<file path="src/rtl/hci_l2_bank_adapter.sv">
// hci_l2_bank_adapter: L2 interconnect bank port to SRAM macro, with a fixed-latency
// response pipe and an idle-driven retention controller (ACTIVE -> SLEEP -> WAKE).
module hci_l2_bank_adapter #(
    parameter int AW       = 32,
    parameter int DW       = 32,
    parameter int IW       = 20,
    parameter int SRAM_AW  = 12,
    parameter int RD_LAT   = 1,
    parameter int IDLE_CYC = 64,
    parameter int WAKE_CYC = 4
) (
    input  logic               clk_i,
    input  logic               rst_ni,
    input  logic               sleep_en_i,
    input  logic               req_i,
    input  logic [AW-1:0]      add_i,
    input  logic               wen_i,
    input  logic [DW-1:0]      data_i,
    input  logic [DW/8-1:0]    be_i,
    input  logic [IW-1:0]      id_i,
    output logic               gnt_o,
    output logic               r_valid_o,
    output logic [IW-1:0]      r_id_o,
    output logic [DW-1:0]      r_data_o,
    output logic               sram_ce_o,
    output logic               sram_we_o,
    output logic [SRAM_AW-1:0] sram_addr_o,
    output logic [DW-1:0]      sram_wdata_o,
    output logic [DW/8-1:0]    sram_be_o,
    input  logic [DW-1:0]      sram_rdata_i,
    output logic               sram_ret_o,
    output logic               sleep_o
);
    localparam logic [1:0] ACTIVE = 2'd0;
    localparam logic [1:0] SLEEP  = 2'd1;
    localparam logic [1:0] WAKE   = 2'd2;
    localparam int ICW = $clog2(IDLE_CYC);
    localparam int WCW = $clog2(WAKE_CYC + 1);

    logic [1:0]                state_q, state_d;
    logic [ICW-1:0]            idle_q, idle_d;
    logic [WCW-1:0]            wake_q, wake_d;
    logic [RD_LAT-1:0]         vld_q, vld_d, rd_q, rd_d;
    logic [RD_LAT-1:0][IW-1:0] id_q, id_d;
    logic                      acc, empty, unused_add;

    assign gnt_o        = state_q == ACTIVE;
    assign acc          = req_i && gnt_o;
    assign sram_ce_o    = acc;
    assign sram_we_o    = acc && !wen_i;
    assign sram_addr_o  = add_i[SRAM_AW+1:2];
    assign sram_wdata_o = data_i;
    assign sram_be_o    = be_i;
    assign unused_add   = ^add_i;
    assign sram_ret_o   = state_q == SLEEP;
    assign sleep_o      = state_q != ACTIVE;

    // Response pipe: stage 0 captures the accept, the last stage is the response
    assign vld_d     = RD_LAT'({vld_q, acc});
    assign rd_d      = RD_LAT'({rd_q, acc && wen_i});
    assign id_d      = (RD_LAT*IW)'({id_q, id_i});
    assign empty     = ~|vld_q;
    assign r_valid_o = vld_q[RD_LAT-1];
    assign r_id_o    = id_q[RD_LAT-1];
    assign r_data_o  = (r_valid_o && rd_q[RD_LAT-1]) ? sram_rdata_i : '0;

    always_comb begin
        state_d = state_q;
        idle_d  = '0;
        wake_d  = '0;
        if (state_q == ACTIVE) begin
            if (sleep_en_i && !req_i && idle_q == ICW'(IDLE_CYC - 1)) state_d = SLEEP;
            if (sleep_en_i && !req_i && empty)
                idle_d = (idle_q == ICW'(IDLE_CYC - 1)) ? idle_q : idle_q + 1'b1;
        end else if (state_q == SLEEP) begin
            if (req_i || !sleep_en_i) state_d = WAKE;
        end else if (wake_q == WCW'(WAKE_CYC - 1)) begin
            state_d = ACTIVE;
        end else begin
            wake_d = wake_q + 1'b1;
        end
    end

    always_ff @(posedge clk_i or negedge rst_ni) begin
        if (!rst_ni) begin
            state_q <= ACTIVE;
            idle_q  <= '0;
            wake_q  <= '0;
            vld_q   <= '0;
            rd_q    <= '0;
            id_q    <= '0;
        end else begin
            state_q <= state_d;
            idle_q  <= idle_d;
            wake_q  <= wake_d;
            vld_q   <= vld_d;
            rd_q    <= rd_d;
            id_q    <= id_d;
        end
    end
endmodule

</file>
<file path="config.mk">
export PLATFORM = sky130hd
export DESIGN_NAME = hci_l2_bank_adapter
export DESIGN_NICKNAME = d
export VERILOG_FILES = /design/src/rtl/hci_l2_bank_adapter.sv
export SDC_FILE = /design/constraint.sdc
export NUM_CORES = 1
export LEC_CHECK = 0
export ABC_AREA = 1
export CORE_ASPECT_RATIO = 0.9
export CORE_MARGIN = 2
export CORE_UTILIZATION = 23
export CTS_CLUSTER_DIAMETER = 80
export CTS_CLUSTER_SIZE = 40
export DETAILED_ROUTE_END_ITERATION = 12
export MAX_ROUTING_LAYER = met4
export PLACE_DENSITY_LB_ADDON = 0.2
export SLEW_MARGIN = 25
export SYNTH_ARGS = -nofsm -noshare
export SYNTH_HDL_FRONTEND = slang
export SYNTH_SLANG_ARGS = --single-unit
</file>
<file path="constraint.sdc">
create_clock -name clk_i -period 1.08 [get_ports clk_i]
set_input_delay 0.108 -clock clk_i [delete_from_list [all_inputs] [get_ports clk_i]]
set_output_delay 0.108 -clock clk_i [all_outputs]
set_load 0.03 [all_outputs]
</file>
# After elaboration in Yosys (flattened, before gate mapping)
# Cells that the tools add are included.
# W data, S select, Z words.
[op_classes]
n_reduce_logical = 16
n_mux = 12
eq_ne = 6
addsub = 2
[op_table]
columns = ["cell", "n"]
rows = [
  ["$mux W32", 1],
  ["$mux W6", 3],
  ["$mux W2", 5],
  ["$mux W3", 3],
  ["$logic_and A1 B1 Y1", 7],
  ["$add A6 B1 Y6 const B", 1],
  ["$eq A6 B6 Y1 const B", 1],
  ["$logic_not A1 Y1", 4],
  ["$add A3 B1 Y3 const B", 1],
  ["$eq A3 B2 Y1 const B", 1],
  ["$ne A3 B2 Y1 const B", 1],
  ["$ne A3 B3 Y1 const B", 1],
  ["$reduce_and A3 Y1", 1],
  ["$reduce_bool A3 Y1", 1],
  ["$eq A2 B1 Y1 const B", 1],
  ["$logic_not A2 Y1", 1],
  ["$ne A2 B1 Y1 const B", 1],
  ["$reduce_bool A2 Y1", 1],
  ["$logic_or A1 B1 Y1", 1],
]
[word_totals]
wordCells = 42
out_inout_bits = 106
input_bits = 125
ff_bits = 33

# Depth between registers and ports, before layout
[depth]
ltp_word = 5
depth_mapped = 7
depth_no_buf = 7

# Least setup slack after synthesis
# No wires, ideal clock.
[synth_path]
kind = "reg2out"
from = "reg state_q[0]"
to = "out sram_we_o"
arrival_ns = 1.492
n_path_buf = 0
required_time_ns = 0.972
stages_incl_launch_ff = 4
setup_slack_ns = -0.520
cell_sequence = "dfrtp_1 > nor2_4 > inv_4 > nor3_1"
[synth_via]
elab_chain_cells = 3
[synth_lines]
columns = ["element", "line", "rtl"]
rows = [
  ["from (decl)", "40", "logic [1:0] state_q, state_d;"],
  ["from (signal assigned)", "93", "state_q <= state_d;"],
  ["$logic_not A2 Y1", "47", "assign gnt_o = state_q == ACTIVE;"],
  ["named net gnt_o", "21", "output logic gnt_o,"],
  ["$logic_and A1 B1 Y1", "48", "assign acc = req_i && gnt_o;"],
  ["$logic_and A1 B1 Y1", "50", "assign sram_we_o = acc && !wen_i;"],
  ["to (decl)", "26", "output logic sram_we_o,"],
]
# The timed path passes the listed nets, and every way through them passes these cells.

# Worst setup path in the final report
[layout_path]
from = "reg state_q[1]"
to = "out sram_we_o"
[layout_via]
elab_chain_cells = 3
[layout_lines]
columns = ["element", "line"]
rows = [
  ["$logic_not A2 Y1", "47"],
  ["$logic_and A1 B1 Y1", "48"],
  ["$logic_and A1 B1 Y1", "50"],
]
# Every way passes these cells.

==> results.sh <==
export IMPL_areaGrowthSynthToFinish_pct=91.5
export IMPL_synth_seq_cells=33
export IMPL_r2r_start="state_q[1]"
export IMPL_syn_area_per_cell_um2=8.17
export IMPL_tightest_slew_ps=315
export IMPL_cts_max_path_buffers=2
export IMPL_drtIter0Drc=23
export IMPL_ioPinCount=231
export IMPL_cts_buffers=5
export IMPL_yosys_warnings=0
export IMPL_synth_top_family_by_area="buffers and inverters"
export IMPL_rsz0062_at_grt="true"
export IMPL_vias=1588
export IMPL_hold_viol_final=0
export IMPL_io_buffer_count=114
export IMPL_finalNonFillerCells=408
export IMPL_setup_violations_final=44
export IMPL_yosys_area_top_type="dfrtp_1"
export IMPL_antennaDiodeCount=0
export IMPL_synth_cell_types=21
export IMPL_cts_sinks=33
export IMPL_violations="setup timing"
export IMPL_synth_mux_area_share_pct=0
export IMPL_hpwl_um=3800
export IMPL_rr_worst_depth=8
export IMPL_synth_xor_area_share_pct=0
export IMPL_final_nets=438
export IMPL_fin_ws_ps=-290
export IMPL_grt_antenna_before_repair=0
export IMPL_drc_errors=0
export IMPL_syn_nets=344
export IMPL_cts_tree="built"
export IMPL_worstPathMaxFanout=3
export IMPL_h_tree_depth=2
export IMPL_die_y_um=87.3
export IMPL_fillers=734
export IMPL_synth_adder_area_share_pct=1.41
export IMPL_grt_pass1_wl_um=7430
export IMPL_die_area_um2=8430
export IMPL_fp_coreArea_um2=7510
export IMPL_power_density_nw_per_um2=968
export IMPL_synth_most_common_cell="buf_4"
export IMPL_syn_inst=217
export IMPL_overflow=0
export IMPL_drv_slew=0
export IMPL_layout_drive_gt1_share_pct=46.2
export IMPL_total_power_uw=3290
export IMPL_firstDrtPassIters=4
export IMPL_critPathLaunchType="flip-flop"
export IMPL_fin_worst_skew_ps=2.23
export IMPL_regToRegEndpoint="idle_q[1]"
export IMPL_clk_pin_slew_ps=70
export IMPL_row_count=30
export IMPL_clock_fmax_mhz=730
export IMPL_place_inst=391
export IMPL_grt_pass1_vias=1555
export IMPL_ys_seq_area_share_pct=46.6
export IMPL_cp_data_arrival_time_ps=1260
export IMPL_cap_viol_max_count=0
export IMPL_setup_tns_ps=-9830
export IMPL_drtAntennaViolNets=0
export IMPL_max_slew_margin_rel_pct=79.1
export IMPL_synth_top_area_share_pct=46.6
export IMPL_min_period_ps=1370
export IMPL_viasPerCell=3.89
export IMPL_rrSetupSlack_ps=-250
export IMPL_synth_compound_area_share_pct=1.69
export IMPL_finalCritPeriodShare_pct=127
export IMPL_netlist_area_um2=1770
export IMPL_async_reset_ff_share_pct=100
export IMPL_synth_ff_type="dfrtp_1"
export IMPL_cts_hold_buf=0
export IMPL_detail_route_wl_per_cell_um=11.7
export IMPL_yosys_area_share_simple_pct=19.1
export IMPL_critPathRequiredTime_ps=970
export IMPL_grtUsageTotal_pct=11.7
export IMPL_vdd_drop_max_mv=0.547
export IMPL_initial_core_util_pct=23.6
export IMPL_grt_max_degree=28
export IMPL_cts_root_buf="clkbuf_8"
export IMPL_crit_type="flip-flop to output pin"
export IMPL_clkLatencyLatePin_ps=280
export IMPL_worst_setup_path_end_kind="output pin"
export IMPL_synth_edf_count=0
export IMPL_hold_class="input pin to async pin"
export IMPL_synth_common_cells="48 x buf_4, 46 x nor2_1, 44 x inv_1"
export IMPL_status="finished with violations"
export IMPL_postRouteWirelength_um=4780
export IMPL_routabilityCongestion=0.746
export IMPL_synthTopCellsByArea="dfrtp_1 47%, buf_4 20%, nor2_1 9.7%, inv_1 9.3%, nand2_1 3.6%"
export IMPL_holdWs_ps=190
export IMPL_die_x_um=96.5
export IMPL_leakagePower_uw=0.00159
==> cell families after synthesis <==
group,Yosys count
compound gates,5
fa+ha+maj,2
buf+inv,98
flops,33
simple gates,79
==> sequential cells by signal, summed over array words and instances (netlist names) <==
signal / cells
wake_q: 3
state_q: 2
idle_q: 6
rd_q: 1
r_valid_o: 1
r_id_o: 20
==> cell type report <==
| type | instances | area, um^2 | area share, % |
|---|---|---|---|
| Inverter | 47 | 181 | 5.34 |
| Tap cell | 96 | 120 | 3.54 |
| Clock buffer | 6 | 82.6 | 2.43 |
| Clock inverter | 2 | 37.5 | 1.11 |
| Timing Repair Buffer | 138 | 1440 | 42.5 |
| Sequential cell | 33 | 827 | 24.4 |
| Multi-Input combinational cell | 86 | 703 | 20.7 |
==> metrics by stage <==
stage / cell area, um^2 / setup slack (ps) / util [%]
after floorplan: 2060 / -144 / -
after global placement: 2960 / -203 / 39.4
after detailed placement: 2960 / -213 / 39.4
after CTS: 3320 / -302 / 44.3
after global routing: 3390 / -357 / 45.2
final: 3390 / -290 / 45.2
==> worst max-delay path, cell delays in order, from the launching register on <==
cell     delay [ps]
dfrtp_1         410
nor2_4          160
inv_6            40
buf_6           120
nor3_4          110
buf_6           150
==> layout by cell type, fill, tap and decap left out, types with 2 or more instances in the layout <==
cell / netlist / final
buf_12: 0 / 5
buf_4: 48 / 31
buf_6: 0 / 42
clkbuf_8: 0 / 6
clkdlybuf4s50_1: 0 / 56
dfrtp_1: 33 / 32
inv_1: 44 / 43
inv_2: 1 / 2
nand2_1: 17 / 12
nand2_2: 2 / 6
nand3_1: 6 / 5
nor2_1: 46 / 12
nor2_2: 3 / 3
nor2_4: 2 / 36
==> report_power, final <==
group          switching, uW  internal (uW)  total [uW]
Clock                    471            750        1220
Combinational            370            398         768
Sequential              17.5           1280        1300
Total                    858           2430        3290
==> layer usage <==
layer | wire length [um] | up-vias | global-route usage (%)
li1 | - | 762 | -
met4 | 53 | 0 | 4.48
met1 | 1770 | 729 | 11.7
met2 | 2380 | 85 | 19.3
met3 | 573 | 12 | 6.23
met5 | 0 | - | -
==> worst max-delay path by stage <==
| stage | startpoint | to | slack [ps] | cells past startpoint |
|---|---|---|---|---|
| 2_1_floorplan | state_q[0] | sram_we_o | -140 | 3 |
| 5_1_grt | state_q[1] | sram_we_o | -360 | 5 |
| 3_5_place_dp | req_i | idle_q[1] | -210 | 6 |
| 4_1_cts | state_q[1] | sram_we_o | -300 | 5 |
| 3_3_place_gp | state_q[0] | sleep_o | -200 | 3 |
| 6_report | state_q[1] | sram_we_o | -290 | 5 |
==> repair_timing <==
action | in CTS | in global routing
gates resized for setup | 51 | 8
setup buffers | 4 | 4
setup endpoints to repair | 43 | 47
hold endpoints to repair | 0 | 0
cloned | 1 | 1
pin swaps | 8 | 7
Note: power is estimated with default switching activity, not from simulation.
